## config.mk

```make
export PLATFORM = sky130hd
export DESIGN_NAME = tank_motion
export DESIGN_NICKNAME = d
export VERILOG_FILES = /design/src/rtl/tank_motion.sv
export SDC_FILE = /design/constraint.sdc
export NUM_CORES = 1
export LEC_CHECK = 0
export ABC_CLOCK_PERIOD_IN_PS = 9950
export CORE_ASPECT_RATIO = 0.7
export CORE_MARGIN = 1.5
export CORE_UTILIZATION = 59
export DETAILED_ROUTE_END_ITERATION = 10
export PLACE_DENSITY_LB_ADDON = 0.3
export SETUP_SLACK_MARGIN = 0.02
export SLEW_MARGIN = 20
export SYNTH_ARGS = -nofsm -noshare
export SYNTH_HDL_FRONTEND = slang
export SYNTH_SLANG_ARGS = --single-unit
```

## constraint.sdc

```tcl
create_clock -name frame_clk -period 9.95 [get_ports frame_clk]
set_clock_uncertainty 0.15 [all_clocks]
set_input_delay 1.99 -clock frame_clk [delete_from_list [all_inputs] [get_ports frame_clk]]
set_output_delay 1.99 -clock frame_clk [all_outputs]
set_load 0.005 [all_outputs]
```

## src/rtl/tank_motion.sv

```systemverilog
// tank_motion: per-frame tank controller for the game datapath.
//   Decodes the keyboard keycode into a direction with a speed ramp
//   (IDLE -> ACCEL -> CRUISE) and clamps the tank to the playfield.
//   It also produces a one-frame fire pulse, gated by a cooldown and by
//   fire-key edge detection, together with the muzzle position.
//
// Ports:
//   frame_clk  in   1  frame-rate clock, all updates on its rising edge
//   Reset_n    in   1  asynchronous active-low reset
//   keycode    in   8  current HID keycode, 8'h00 = none
//   TankX      out  W  registered top-left X
//   TankY      out  W  registered top-left Y
//   Dir        out  2  last movement direction (0 R, 1 L, 2 U, 3 D)
//   Moving     out  1  a direction key was acted on this frame
//   AtEdge     out  1  tank sits on a clamp bound
//   Fire       out  1  one-frame shot pulse
//   ShotX      out  W  muzzle X, valid when Fire=1
//   ShotY      out  W  muzzle Y, valid when Fire=1
module tank_motion #(
    parameter int         W               = 10,
    parameter int         X_MIN           = 0,
    parameter int         X_MAX           = 640,
    parameter int         Y_MIN           = 0,
    parameter int         Y_MAX           = 480,
    parameter int         TANK_W          = 32,
    parameter int         TANK_H          = 16,
    parameter int         X_INIT          = 304,
    parameter int         Y_INIT          = 440,
    parameter int         MIN_STEP        = 1,
    parameter int         MAX_STEP        = 4,
    parameter int         RAMP_FRAMES     = 8,
    parameter int         COOLDOWN_FRAMES = 30,
    parameter int         VERTICAL_EN     = 0,
    parameter logic [7:0] KEY_LEFT        = 8'h04,
    parameter logic [7:0] KEY_RIGHT       = 8'h07,
    parameter logic [7:0] KEY_UP          = 8'h1A,
    parameter logic [7:0] KEY_DOWN        = 8'h16,
    parameter logic [7:0] KEY_FIRE        = 8'h2C
) (
    input  logic         frame_clk,
    input  logic         Reset_n,
    input  logic [7:0]   keycode,
    output logic [W-1:0] TankX,
    output logic [W-1:0] TankY,
    output logic [1:0]   Dir,
    output logic         Moving,
    output logic         AtEdge,
    output logic         Fire,
    output logic [W-1:0] ShotX,
    output logic [W-1:0] ShotY
);

    localparam int CW = (RAMP_FRAMES < 2) ? 1 : $clog2(RAMP_FRAMES + 1);
    localparam int DW = (COOLDOWN_FRAMES < 2) ? 1 : $clog2(COOLDOWN_FRAMES + 1);

    // Bounds carried in W+1 bits so that pos+step never wraps.
    localparam logic [W:0]    X_LO   = (W+1)'(X_MIN);
    localparam logic [W:0]    X_HI   = (W+1)'(X_MAX - TANK_W);
    localparam logic [W:0]    Y_LO   = (W+1)'(Y_MIN);
    localparam logic [W:0]    Y_HI   = (W+1)'(Y_MAX - TANK_H);
    localparam logic [W-1:0]  MIN_S  = W'(MIN_STEP);
    localparam logic [W-1:0]  MAX_S  = W'(MAX_STEP);
    localparam logic [W-1:0]  X_RST  = W'(X_INIT);
    localparam logic [W-1:0]  Y_RST  = W'(Y_INIT);
    localparam logic [W-1:0]  HALF_W = W'(TANK_W / 2);
    localparam logic [CW-1:0] RAMP_C = CW'(RAMP_FRAMES);
    localparam logic [DW-1:0] COOL_C = DW'(COOLDOWN_FRAMES);
    localparam logic          EDGE_RST =
        (X_INIT == X_MIN) || (X_INIT == X_MAX - TANK_W) ||
        ((VERTICAL_EN != 0) && ((Y_INIT == Y_MIN) || (Y_INIT == Y_MAX - TANK_H)));

    typedef enum logic [1:0] {IDLE, ACCEL, CRUISE} state_t;

    state_t         state_q, state_next;
    logic [W-1:0]   step_q, step_next, cur_step;
    logic [CW-1:0]  cnt_q, cnt_next, cnt_inc;
    logic [DW-1:0]  cool_q, cool_next;
    logic           fire_prev_q;

    logic           dir_valid, fresh, fire_go;
    logic [1:0]     key_dir, dir_next;
    logic [W-1:0]   x_next, y_next, shot_x_next, shot_y_next;
    logic           moving_next, at_edge_next;

    // Move one axis by step toward hi (up=1) or lo (up=0), clamped.
    function automatic logic [W-1:0] advance(input logic [W-1:0] pos,
                                             input logic [W-1:0] step,
                                             input logic         up,
                                             input logic [W:0]   lo,
                                             input logic [W:0]   hi);
        logic [W:0] p;
        logic [W:0] s;
        logic [W:0] r;
        p = {1'b0, pos};
        s = {1'b0, step};
        if (up) begin
            r = p + s;
            if (r > hi) r = hi;
        end else begin
            r = (p < lo + s) ? lo : p - s;
        end
        return r[W-1:0];
    endfunction

    // Keycode decode; vertical codes fall through to "no key" when disabled.
    always_comb begin
        dir_valid = 1'b0;
        key_dir   = 2'd0;
        if (keycode == KEY_RIGHT) begin
            dir_valid = 1'b1;
            key_dir   = 2'd0;
        end else if (keycode == KEY_LEFT) begin
            dir_valid = 1'b1;
            key_dir   = 2'd1;
        end else if ((VERTICAL_EN != 0) && (keycode == KEY_UP)) begin
            dir_valid = 1'b1;
            key_dir   = 2'd2;
        end else if ((VERTICAL_EN != 0) && (keycode == KEY_DOWN)) begin
            dir_valid = 1'b1;
            key_dir   = 2'd3;
        end
    end

    // State register (all state and registered outputs).
    always_ff @(posedge frame_clk or negedge Reset_n) begin
        if (!Reset_n) begin
            state_q     <= IDLE;
            step_q      <= MIN_S;
            cnt_q       <= '0;
            cool_q      <= '0;
            fire_prev_q <= 1'b0;
            TankX       <= X_RST;
            TankY       <= Y_RST;
            Dir         <= 2'd0;
            Moving      <= 1'b0;
            AtEdge      <= EDGE_RST;
            Fire        <= 1'b0;
            ShotX       <= '0;
            ShotY       <= '0;
        end else begin
            state_q     <= state_next;
            step_q      <= step_next;
            cnt_q       <= cnt_next;
            cool_q      <= cool_next;
            fire_prev_q <= (keycode == KEY_FIRE);
            TankX       <= x_next;
            TankY       <= y_next;
            Dir         <= dir_next;
            Moving      <= moving_next;
            AtEdge      <= at_edge_next;
            Fire        <= fire_go;
            ShotX       <= shot_x_next;
            ShotY       <= shot_y_next;
        end
    end

    // Next-state logic. A "fresh" press (from IDLE or a direction change)
    // restarts the ramp and still moves by MIN_STEP in the same frame, so
    // the n-th held frame moves by min(MIN + (n-1)/RAMP, MAX).
    always_comb begin
        state_next = IDLE;
        step_next  = MIN_S;
        cnt_next   = '0;
        cur_step   = MIN_S;
        cnt_inc    = '0;
        fresh      = (state_q == IDLE) || (key_dir != Dir);
        if (dir_valid) begin
            if (!fresh && (state_q == CRUISE)) begin
                state_next = CRUISE;
                step_next  = MAX_S;
                cur_step   = MAX_S;
            end else begin
                cur_step = fresh ? MIN_S : step_q;
                cnt_inc  = (fresh ? '0 : cnt_q) + CW'(1);
                if (cur_step >= MAX_S) begin
                    state_next = CRUISE;
                    step_next  = MAX_S;
                end else if (cnt_inc == RAMP_C) begin
                    step_next  = cur_step + W'(1);
                    state_next = (step_next >= MAX_S) ? CRUISE : ACCEL;
                end else begin
                    cnt_next   = cnt_inc;
                    step_next  = cur_step;
                    state_next = ACCEL;
                end
            end
        end
    end

    // Output logic: next values of the registered outputs.
    always_comb begin
        x_next      = TankX;
        y_next      = TankY;
        dir_next    = Dir;
        moving_next = dir_valid;
        if (dir_valid) begin
            dir_next = key_dir;
            case (key_dir)
                2'd0:    x_next = advance(TankX, cur_step, 1'b1, X_LO, X_HI);
                2'd1:    x_next = advance(TankX, cur_step, 1'b0, X_LO, X_HI);
                2'd2:    y_next = advance(TankY, cur_step, 1'b0, Y_LO, Y_HI);
                default: y_next = advance(TankY, cur_step, 1'b1, Y_LO, Y_HI);
            endcase
        end

        // Rising edge of the fire key only, and only once the cooldown expired.
        fire_go     = (keycode == KEY_FIRE) && !fire_prev_q && (cool_q == '0);
        shot_x_next = fire_go ? TankX + HALF_W : ShotX;
        shot_y_next = ShotY;
        if (fire_go) begin
            shot_y_next = (TankY == '0) ? '0 : TankY - W'(1);
        end
        if (fire_go) begin
            cool_next = COOL_C;
        end else if (cool_q != '0) begin
            cool_next = cool_q - DW'(1);
        end else begin
            cool_next = '0;
        end

        at_edge_next = (x_next == X_LO[W-1:0]) || (x_next == X_HI[W-1:0]) ||
                       ((VERTICAL_EN != 0) &&
                        ((y_next == Y_LO[W-1:0]) || (y_next == Y_HI[W-1:0])));
    end

endmodule

```

==> results_dict.tcl, run 1 <==
set metrics [dict create \
    worst_hold_path_type "reg -> reg" \
    timing.rr.start "Dir[0]" \
    cts.htree.levels 2 \
    post-route-period-util_pct 75.33 \
    yosys_warnings 0 \
    antenna_found_initial 0 \
    row_count 23 \
    drv_slew 0 \
    status "complete, no violations" \
    async_flop_share_pct 100.0 \
    r2r_end "AtEdge" \
    start_util_pct 60.89 \
    syn_inst 396 \
    leakage_uw 0.001812 \
    hold_viol_final 0 \
    vias 3012 \
    port_buffers 40 \
    ys_types 74 \
    cts_sinks 47 \
    die_w_um 94.89 \
    maxUsedRoutingLayer "met4" \
    numCtsBuffers 5 \
    met1Wirelength_mm 3.994 \
    fin_nets 472 \
    layout-drive-gt1-share_pct 9.174 \
    grt_pass1_vias 2701 \
    gp_congestion 1.013 \
    holdPathStages 1 \
    dp_slack_ns 2.343 \
    worstPathMaxFanout 12 \
    dieHeight_um 67.32 \
    drt-total-wl_mm 8.363 \
    final_antenna_net_count 0 \
    grt_usage_pct 28.14 \
    cts_resized 0 \
    final.min_clock_period_ns 7.495 \
    grt_overflow 0 \
    worst_slew_pin_slew_ns 0.6575 \
    synth_edf_count 0 \
    cts_setup_buffers 0 \
    first_iter_violations 371 \
    hold_path_end "Fire" \
    worstSetupStartpointType "primary input" \
    ys.flop_type "dfrtp_1" \
    ff2ff_setup_slack_ns 5.17 \
    syn_avg_cell_area_um2 8.806 \
    grt_max_degree 48 \
    vias_per_cell 5.894 \
    root_buffer "clkbuf_8" \
    die_area_mm2 0.006388 \
    nFillCells 469 \
    setup_viol 0 \
    detailed_place_hpwl_mm 6.512 \
    wl_met2_mm 3.518 \
    core_mm2 0.005727 \
    route.detailed.drc 0 \
    clkSlewWorstSetupHoldPaths_ns 0.10 \
    r2r.worst_path.cells 13 \
    routedWlPerCell_um 16.37 \
    worstSetupStartpoint "keycode[3]" \
    synth-seq-cells 47 \
    max_freq_ghz 0.1334 \
    hold_buffers 0 \
    cap_violations 0 \
    ir_worst_vdd_uv 114.2 \
    grt_pass1_wl_mm 13.48 \
    antenna_cells 0 \
    insertion_delay_ns 0.32 \
    crit_type "in -> reg" \
    num_io_pins 55 \
    tns_ns 0 \
    fin_ws_ns 2.455 \
    synth_area_mm2 0.003487 \
    rsz0062_at_grt "no" \
    clockBufferDepth 2 \
    dr_wl_met3_um 731 \
    area_growth_syn_to_layout_pct 12.92 \
    slew_headroom_pct 56.05 \
    cts_tree "done" \
    crit_required_ns 10.04 \
    endpoint_kind "register" \
    first_pass_iters 5 \
    p_per_area_mw_per_mm2 141.0 \
    critical_path_arrival_ns 7.58 \
    hp-start "fire_prev_q" \
    synth_seq_area_share_pct 33.87 \
]
-- per-stage QoR --
stage          hold WS [ns]  area (um^2)  util, %  total power [uW]  cells
3_3_place_gp         0.2838         3837    67.01             421.8    503
2_1_floorplan        0.2754         3558        -             373.6    415
3_5_place_dp         0.3061         3837    67.01             426.8    503
6_report             0.3198         3938    68.76             555.0    511
5_1_grt              0.3313         3938    68.76             586.5    511
4_1_cts              0.3205         3935    68.71             554.5    511
-- worst max-delay path, stage by stage --
cell and delay (ns):
clkdlybuf4s50_1 0.43, nor4b_1 0.54, and2_2 0.29, nand2_1 0.30, clkinv_1 0.29, o2111ai_1 0.21, ha_1 0.28, fa_1 0.46
nor2b_2 0.21, o311a_1 0.37, or3_1 0.45, a32oi_1 0.31, nand2_1 0.12, a211oi_1 0.35, o22ai_1 0.23, or4_4 0.56
nor4b_4 0.20
-- layout by cell type, fill, tap and decap left out, types with 3 or more instances in the layout --
| cell type | synthesis | layout |
|---|---|---|
| dfrtp_1 | 43 | 43 |
| nand2_1 | 50 | 50 |
| inv_1 | 32 | 32 |
| nand2b_1 | 6 | 6 |
| or3_1 | 8 | 8 |
| clkdlybuf4s50_1 | 0 | 39 |
| a22oi_1 | 5 | 5 |
| o211ai_1 | 5 | 5 |
| or4_1 | 3 | 3 |
| clkbuf_8 | 1 | 5 |
| xnor2_1 | 14 | 14 |
| and2_1 | 7 | 7 |
| nor3_1 | 7 | 7 |
| o21ai_0 | 15 | 15 |
| nor2b_1 | 6 | 6 |
| or2_2 | 6 | 6 |
| conb_1 | 2 | 21 |
| nor4_1 | 5 | 5 |
| nor2_1 | 27 | 27 |
| nand3_1 | 9 | 9 |
| a21oi_1 | 22 | 22 |
| dfstp_2 | 4 | 4 |
| ha_1 | 25 | 25 |
| o31ai_1 | 4 | 4 |
| a22o_1 | 3 | 3 |
| nand4_1 | 3 | 3 |
| xor2_1 | 6 | 6 |
-- logic make-up (layout without fill, tap and decap cells) --
kind of cell | Yosys count | count (layout) | synth area share (%)
mux | 2 | 2 | 0.6100
compound gates | 84 | 84 | 17.15
simple gates | 152 | 152 | 22.75
other cells | 2 | 21 | 0.2154
buf+inv | 61 | 82 | 9.795
fa+ha+maj | 27 | 27 | 10.12
xor+xnor | 21 | 21 | 5.490
flops | 47 | 47 | 33.87
-- report_power, final --
part | switching [uW] | total, uW | internal [uW]
Clock | 73.2 | 126 | 53.1
Sequential | 24.2 | 236 | 212
Combinational | 102 | 193 | 90.5
Total | 200 | 555 | 355
-- cells in the mapped netlist (all sizes together), types with 7 or more instances --
master / n / share of area [%]
nand2: 51 / 5.6
dfrtp: 43 / 31
inv: 32 / 3.4
nor2: 27 / 2.9
buf: 25 / 5.6
ha: 25 / 9.0
a21oi: 22 / 3.2
o21ai: 18 / 2.7
xnor2: 15 / 4.0
and2: 9 / 1.7
nand3: 9 / 1.3
or3: 9 / 1.7
nor2b: 7 / 1.3
nor3: 7 / 1.0
-- sequential cells by signal, indices dropped and copies added, names as in the netlist --
signal,flops
Fire,1
cool_q,5
Dir,1
AtEdge,1
Moving,1
cnt_q,4
ShotY,1
fire_prev_q,1
step_q,10
state_q,2
ShotX,10
TankX,10
-- routing by layer --
layer,vias to the layer above,global-route usage (%)
met5,-,0
met4,0,8.396
met3,12,5.405
met2,159,41.07
met1,1425,42.07
li1,1416,-
-- cell type report --
type	instances	area, um^2	area share (%)
clock buffer	5	68.82	1.748
clock inverter	3	28.78	0.7309
inverter	33	123.9	3.146
multi-input combinational	307	2036	51.70
sequential	47	1181	30.00
tap	75	93.84	2.383
timing repair buffer	41	405.4	10.30
-- worst max-delay path by stage --
stage	end	slack [ns]
final	AtEdge	2.46
after CTS	AtEdge	2.63
after detailed placement	AtEdge	2.34
after global placement	AtEdge	2.38
after global routing	AtEdge	2.17
after floorplan	AtEdge	3.79
Power figures use the tool's default switching activity.
==> run 2, diff against run 1 <==
--- a/config.mk
+++ b/config.mk
@@ -5,10 +5,10 @@
 export SDC_FILE = /design/constraint.sdc
 export NUM_CORES = 1
 export LEC_CHECK = 0
-export ABC_CLOCK_PERIOD_IN_PS = 9950
+export ABC_CLOCK_PERIOD_IN_PS = 6410
 export CORE_ASPECT_RATIO = 0.7
 export CORE_MARGIN = 1.5
-export CORE_UTILIZATION = 59
+export CORE_UTILIZATION = 49
 export DETAILED_ROUTE_END_ITERATION = 10
 export PLACE_DENSITY_LB_ADDON = 0.3
 export SETUP_SLACK_MARGIN = 0.02
==> constraint.sdc (replaced) <==
create_clock -name frame_clk -period 6.41 [get_ports frame_clk]
set_clock_uncertainty 0.15 [all_clocks]
set_input_delay 1.282 -clock frame_clk [delete_from_list [all_inputs] [get_ports frame_clk]]
set_output_delay 1.282 -clock frame_clk [all_outputs]
set_load 0.005 [all_outputs]
==> results_dict.tcl, run 2 (synthesis gave the netlist of run 1 again) <==
set metrics [dict create \
    max_stage_delay_ns 0.56 \
    slew_headroom_pct 56.86 \
    endpoint_kind "register" \
    layout_commonest_cell "nand2_1" \
    p_int_uw 590.1 \
    fin_nets 484 \
    num_io_pins 55 \
    cts_setup_buffers 0 \
    grt_pass1_wl_mm 14.18 \
    first_pass_iters 5 \
    power_frac_clock_pct 25.1 \
    cts.htree.levels 2 \
    root_buffer "clkbuf_8" \
    r2r.worst_path.cells 13 \
    port_buffers 40 \
    worstPathMaxFanout 4 \
    crit_required_ns 6.47 \
    p_per_area_mw_per_mm2 220.2 \
    hold_buffers 0 \
    hold_viol_final 0 \
    worst_hold_path_type "reg -> reg" \
    r2r_end "AtEdge" \
    multi_input_area_mm2 0.002036 \
    design_area_mm2 0.004069 \
    cts_tree "done" \
    placed_area_mm2 0.003951 \
    cap_violations 0 \
    setup_viol 0 \
    switching_share_pct 34.15 \
    die_area_mm2 0.007640 \
    final_antenna_net_count 0 \
    post-route-period-util_pct 95.22 \
    path_common_cell "nor4_1" \
    leakage_uw 0.001876 \
    routedWlPerCell_um 15.70 \
    layout-drive-gt1-share_pct 11.61 \
    grt_pass1_vias 2894 \
    route.detailed.drc 0 \
    critical_path_arrival_ns 6.16 \
    area_growth_syn_to_layout_pct 16.68 \
    dieHeight_um 73.58 \
    final_cell_mix "nand2_1 (50), dfrtp_1 (43), clkdlybuf4s50_1 (39)" \
    max_freq_ghz 0.1638 \
    crit_chain "clkdlybuf4s50_1, nor4_1, and2_1, xnor2_1, o2111ai_1, ha_1, fa_1, nor2b_2, o311a_1, o32a_1, xnor2_2, nor4_1, a211oi_1, o22ai_1, or4_4, nor4b_4" \
    ir_worst_vdd_uv 183.1 \
    row_count 25 \
    drv_slew 0 \
    cts_sinks 47 \
    seqPwrFrac_pct 41.0 \
    seqCellArea_mm2 0.001181 \
    clkSlewWorstSetupHoldPaths_ns 0.09 \
    vias 2973 \
    clockBufferDepth 2 \
    grt_max_degree 48 \
    hp-start "fire_prev_q" \
    grt_overflow 0 \
    tns_ns 0 \
    timing.rr.start "Dir[0]" \
    status "complete, no violations" \
    core_mm2 0.006819 \
    antenna_cells 0 \
    detailed_place_hpwl_mm 6.735 \
    drt-total-wl_mm 8.508 \
    p_comb_share_pct 34.0 \
    crit_path_top_delay_cell "or4_4" \
    crit_type "in -> reg" \
    worstSetupStartpointType "primary input" \
    endpoint "AtEdge" \
    final.min_clock_period_ns 6.104 \
    nFillCells 623 \
    start_util_pct 51.14 \
    worstSetupStartpoint "keycode[1]" \
    ff2ff_setup_slack_ns 1.96 \
    antenna_found_initial 0 \
    first_iter_violations 222 \
    worst_slew_pin_slew_ns 0.6454 \
    p_switching_uw 306.0 \
    grt_usage_pct 23.57 \
    gp_congestion 0.9303 \
    rsz0062_at_grt "no" \
    top_regs "ShotX x10, TankX x10, step_q x10" \
    numCtsBuffers 5 \
    cts_resized 0 \
    insertion_delay_ns 0.31 \
    vias_per_cell 5.485 \
    die_w_um 103.8 \
]
[run 2: worst min path at each step]
| stage | depth (start not counted) | slack, ns | to |
|---|---|---|---|
| floorplan | 1 | 0.28 | Fire |
| finish | 1 | 0.31 | Fire |
| global placement | 1 | 0.28 | Fire |
| detailed placement | 1 | 0.29 | Fire |
| CTS | 1 | 0.30 | Fire |
| global route | 1 | 0.34 | cool_q[0] |
[run 2: layout make-up]
| cell class | instances | share of cell area (%) |
|---|---|---|
| Multi-Input combinational cell | 307 | 50.03 |
| Sequential cell | 47 | 29.03 |
| Tap cell | 94 | 2.891 |
| Clock inverter | 3 | 1.138 |
| Clock buffer | 5 | 1.691 |
| Timing Repair Buffer | 53 | 12.18 |
| Inverter | 33 | 3.044 |
[run 2: metal layers]
metal  wire (um)  up-vias  share of wire (%)  track usage, %
li1            -     1430                  -               -
met1        4009     1437                 47           32.61
met2        3846       98                 45           37.97
met3         571        8                6.7           5.324
met4          81        0               0.95           5.710
met5           0        -                  0               0
[run 2: critical path: cells and delay by family]
kind	cells	cell delay, ns
compound gates	5	1.47
xor+xnor	2	0.45
fa+ha+maj	2	0.70
buf+inv	1	0.52
simple gates	6	1.76
[run 2: power groups by stage]
stage / sequential (uW) / combinational, uW / clock [uW]
3_5_place_dp: 373 / 300 / 0
4_1_cts: 367 / 303 / 231
6_report: 367 / 304 / 225
2_1_floorplan: 362 / 218 / 0
5_1_grt: 372 / 333 / 242
3_3_place_gp: 370 / 293 / 0
[run 2: through the flow]
stage	utilization [%]	total power [uW]	setup WS, ns	cells	hold slack, ns
global placement	57.95	663.6	0.3035	534	0.2825
floorplan	-	579.9	0.9533	415	0.2754
global route	59.67	947.5	0.08500	542	0.3425
detailed placement	57.95	673.0	0.1341	534	0.2876
finish	59.67	896.1	0.3063	542	0.3050
CTS	59.63	901.2	0.4042	542	0.3032
==> run 3, diff against run 2 <==
--- a/config.mk
+++ b/config.mk
@@ -6,13 +6,12 @@
 export NUM_CORES = 1
 export LEC_CHECK = 0
 export ABC_CLOCK_PERIOD_IN_PS = 6410
-export CORE_ASPECT_RATIO = 0.7
+export CORE_ASPECT_RATIO = 0.75
 export CORE_MARGIN = 1.5
 export CORE_UTILIZATION = 49
 export DETAILED_ROUTE_END_ITERATION = 10
 export PLACE_DENSITY_LB_ADDON = 0.3
 export SETUP_SLACK_MARGIN = 0.02
-export SLEW_MARGIN = 20
 export SYNTH_ARGS = -nofsm -noshare
 export SYNTH_HDL_FRONTEND = slang
 export SYNTH_SLANG_ARGS = --single-unit
==> results_dict.tcl, run 3 (synthesis gave the netlist of run 1 again) <==
set metrics [dict create \
    slew_headroom_pct 30.34 \
    die_w_um 100.4 \
    antenna_found_initial 0 \
    hold_buffers 0 \
    timing.rr.start "Dir[0]" \
    num_io_pins 55 \
    max_stage_delay_ns 0.55 \
    routedWlPerCell_um 15.41 \
    grt_pass1_vias 2670 \
    crit_buf_inv 1 \
    cts_sinks 47 \
    top_regs "ShotX x10, TankX x10, step_q x10" \
    switching_share_pct 35.79 \
    grt_usage_pct 23.04 \
    layout-drive-gt1-share_pct 11.21 \
    detailed_place_hpwl_mm 6.602 \
    final_antenna_net_count 0 \
    design_area_mm2 0.004029 \
    path_common_cell "nor4_1" \
    clockBufferDepth 2 \
    insertion_delay_ns 0.32 \
    crit_chain "clkdlybuf4s50_1, nor4_1, and2_1, xnor2_1, o2111ai_1, ha_1, fa_1, nor2b_2, o311a_1, o32a_1, xnor2_2, nor4_1, a211oi_1, o22ai_1, or4_4, nor4b_4" \
    root_buffer "clkbuf_8" \
    numCtsBuffers 5 \
    vias_per_cell 5.460 \
    seqPwrFrac_pct 42.7 \
    endpoint "AtEdge" \
    r2r.worst_path.cells 13 \
    core_mm2 0.006864 \
    leakage_uw 0.001857 \
    worstPathMaxFanout 4 \
    ir_worst_vdd_uv 188.5 \
    ff2ff_setup_slack_ns 1.86 \
    gp_congestion 0.9062 \
    power_frac_clock_pct 22.0 \
    route.detailed.drc 0 \
    worstSetupStartpointType "primary input" \
    crit_type "in -> reg" \
    cts_tree "done" \
    clkSlewWorstSetupHoldPaths_ns 0.09 \
    first_pass_iters 5 \
    final_cell_mix "nand2_1 (50), dfrtp_1 (43), clkdlybuf4s50_1 (39)" \
    setup_viol 0 \
    worst_hold_path_type "reg -> reg" \
    port_buffers 40 \
    grt_pass1_wl_mm 13.66 \
    area_growth_syn_to_layout_pct 15.54 \
    fin_nets 482 \
    post-route-period-util_pct 94.16 \
    p_comb_share_pct 35.3 \
    endpoint_kind "register" \
    grt_max_degree 48 \
    cts_setup_buffers 0 \
    die_area_mm2 0.007637 \
    start_util_pct 50.80 \
    status "complete, no violations" \
    hold_viol_final 0 \
    final.min_clock_period_ns 6.036 \
    crit_path_top_delay_cell "or4_4" \
    rsz0062_at_grt "no" \
    drt-total-wl_mm 8.381 \
    path_depth 16 \
    cap_violations 0 \
    crit_required_ns 6.48 \
    worst_slew_pin_slew_ns 1.045 \
    cpLargestDelayFamily "simple AND/OR/NAND/NOR gates" \
    placed_area_mm2 0.003941 \
    r2r_end "AtEdge" \
    row_count 26 \
    first_iter_violations 248 \
    tns_ns 0 \
    layout_commonest_cell "nand2_1" \
    grt_overflow 0 \
    dieHeight_um 76.06 \
    antenna_cells 0 \
    drv_slew 0 \
    p_per_area_mw_per_mm2 212.2 \
    cts_resized 0 \
    nFillCells 618 \
    p_switching_uw 306.0 \
    critical_path_arrival_ns 6.11 \
    cts.htree.levels 2 \
    vias 2970 \
    max_freq_ghz 0.1657 \
    p_int_uw 548.9 \
    worstSetupStartpoint "keycode[1]" \
]
-- run 3: changes by cell type in the layout (fill, tap and decap cells not counted), sizes merged --
cell      change
clkinvlp      -1
bufinv        -1
buf           -2
clkinv        +2
-- run 3: layer usage --
metal  track usage (%)  wire [um]  vias up
met5                 0          0        -
met4             7.324        134        0
met3             3.761        546       13
met2             32.38       3582      102
met1             35.85       4118     1424
li1                  -          -     1431
-- run 3: worst min-delay path by stage --
stage | start | to | slack, ns | depth (start not counted)
2_1_floorplan | fire_prev_q | Fire | 0.28 | 1
3_3_place_gp | cool_q[0] | cool_q[0] | 0.30 | 1
3_5_place_dp | ShotX[1] | ShotX[1] | 0.31 | 2
4_1_cts | cool_q[0] | cool_q[0] | 0.32 | 1
5_1_grt | cool_q[0] | cool_q[0] | 0.34 | 1
6_report | cool_q[0] | cool_q[0] | 0.31 | 1
-- run 3: layout make-up --
type                            instances  area, um^2  share of cell area (%)
Clock inverter                          3       18.77                  0.4658
Clock buffer                            5       68.82                   1.708
Inverter                               33       123.9                   3.075
Multi-Input combinational cell        307        2036                   50.53
Timing Repair Buffer                   51       478.0                   11.86
Sequential cell                        47        1181                   29.32
Tap cell                               98       122.6                   3.043
-- run 3: power groups by stage --
| stage | clock, uW | sequential, uW | combinational (uW) |
|---|---|---|---|
| floorplan | 0 | 362 | 218 |
| global placement | 0 | 370 | 293 |
| detailed placement | 0 | 371 | 297 |
| CTS | 192 | 366 | 299 |
| global route | 204 | 371 | 332 |
| finish | 188 | 365 | 302 |
-- run 3: metrics by stage --
step	setup slack, ns	total power, uW	util, %	instances	hold slack (ns)
after global routing	0.1445	906.1	58.69	544	0.3434
after detailed placement	0.1609	667.7	57.42	536	0.3055
after global placement	0.1830	663.5	57.42	536	0.2953
final	0.3741	854.9	58.69	544	0.3127
after CTS	0.4554	856.9	58.69	544	0.3198
after floorplan	0.9533	579.9	-	415	0.2754
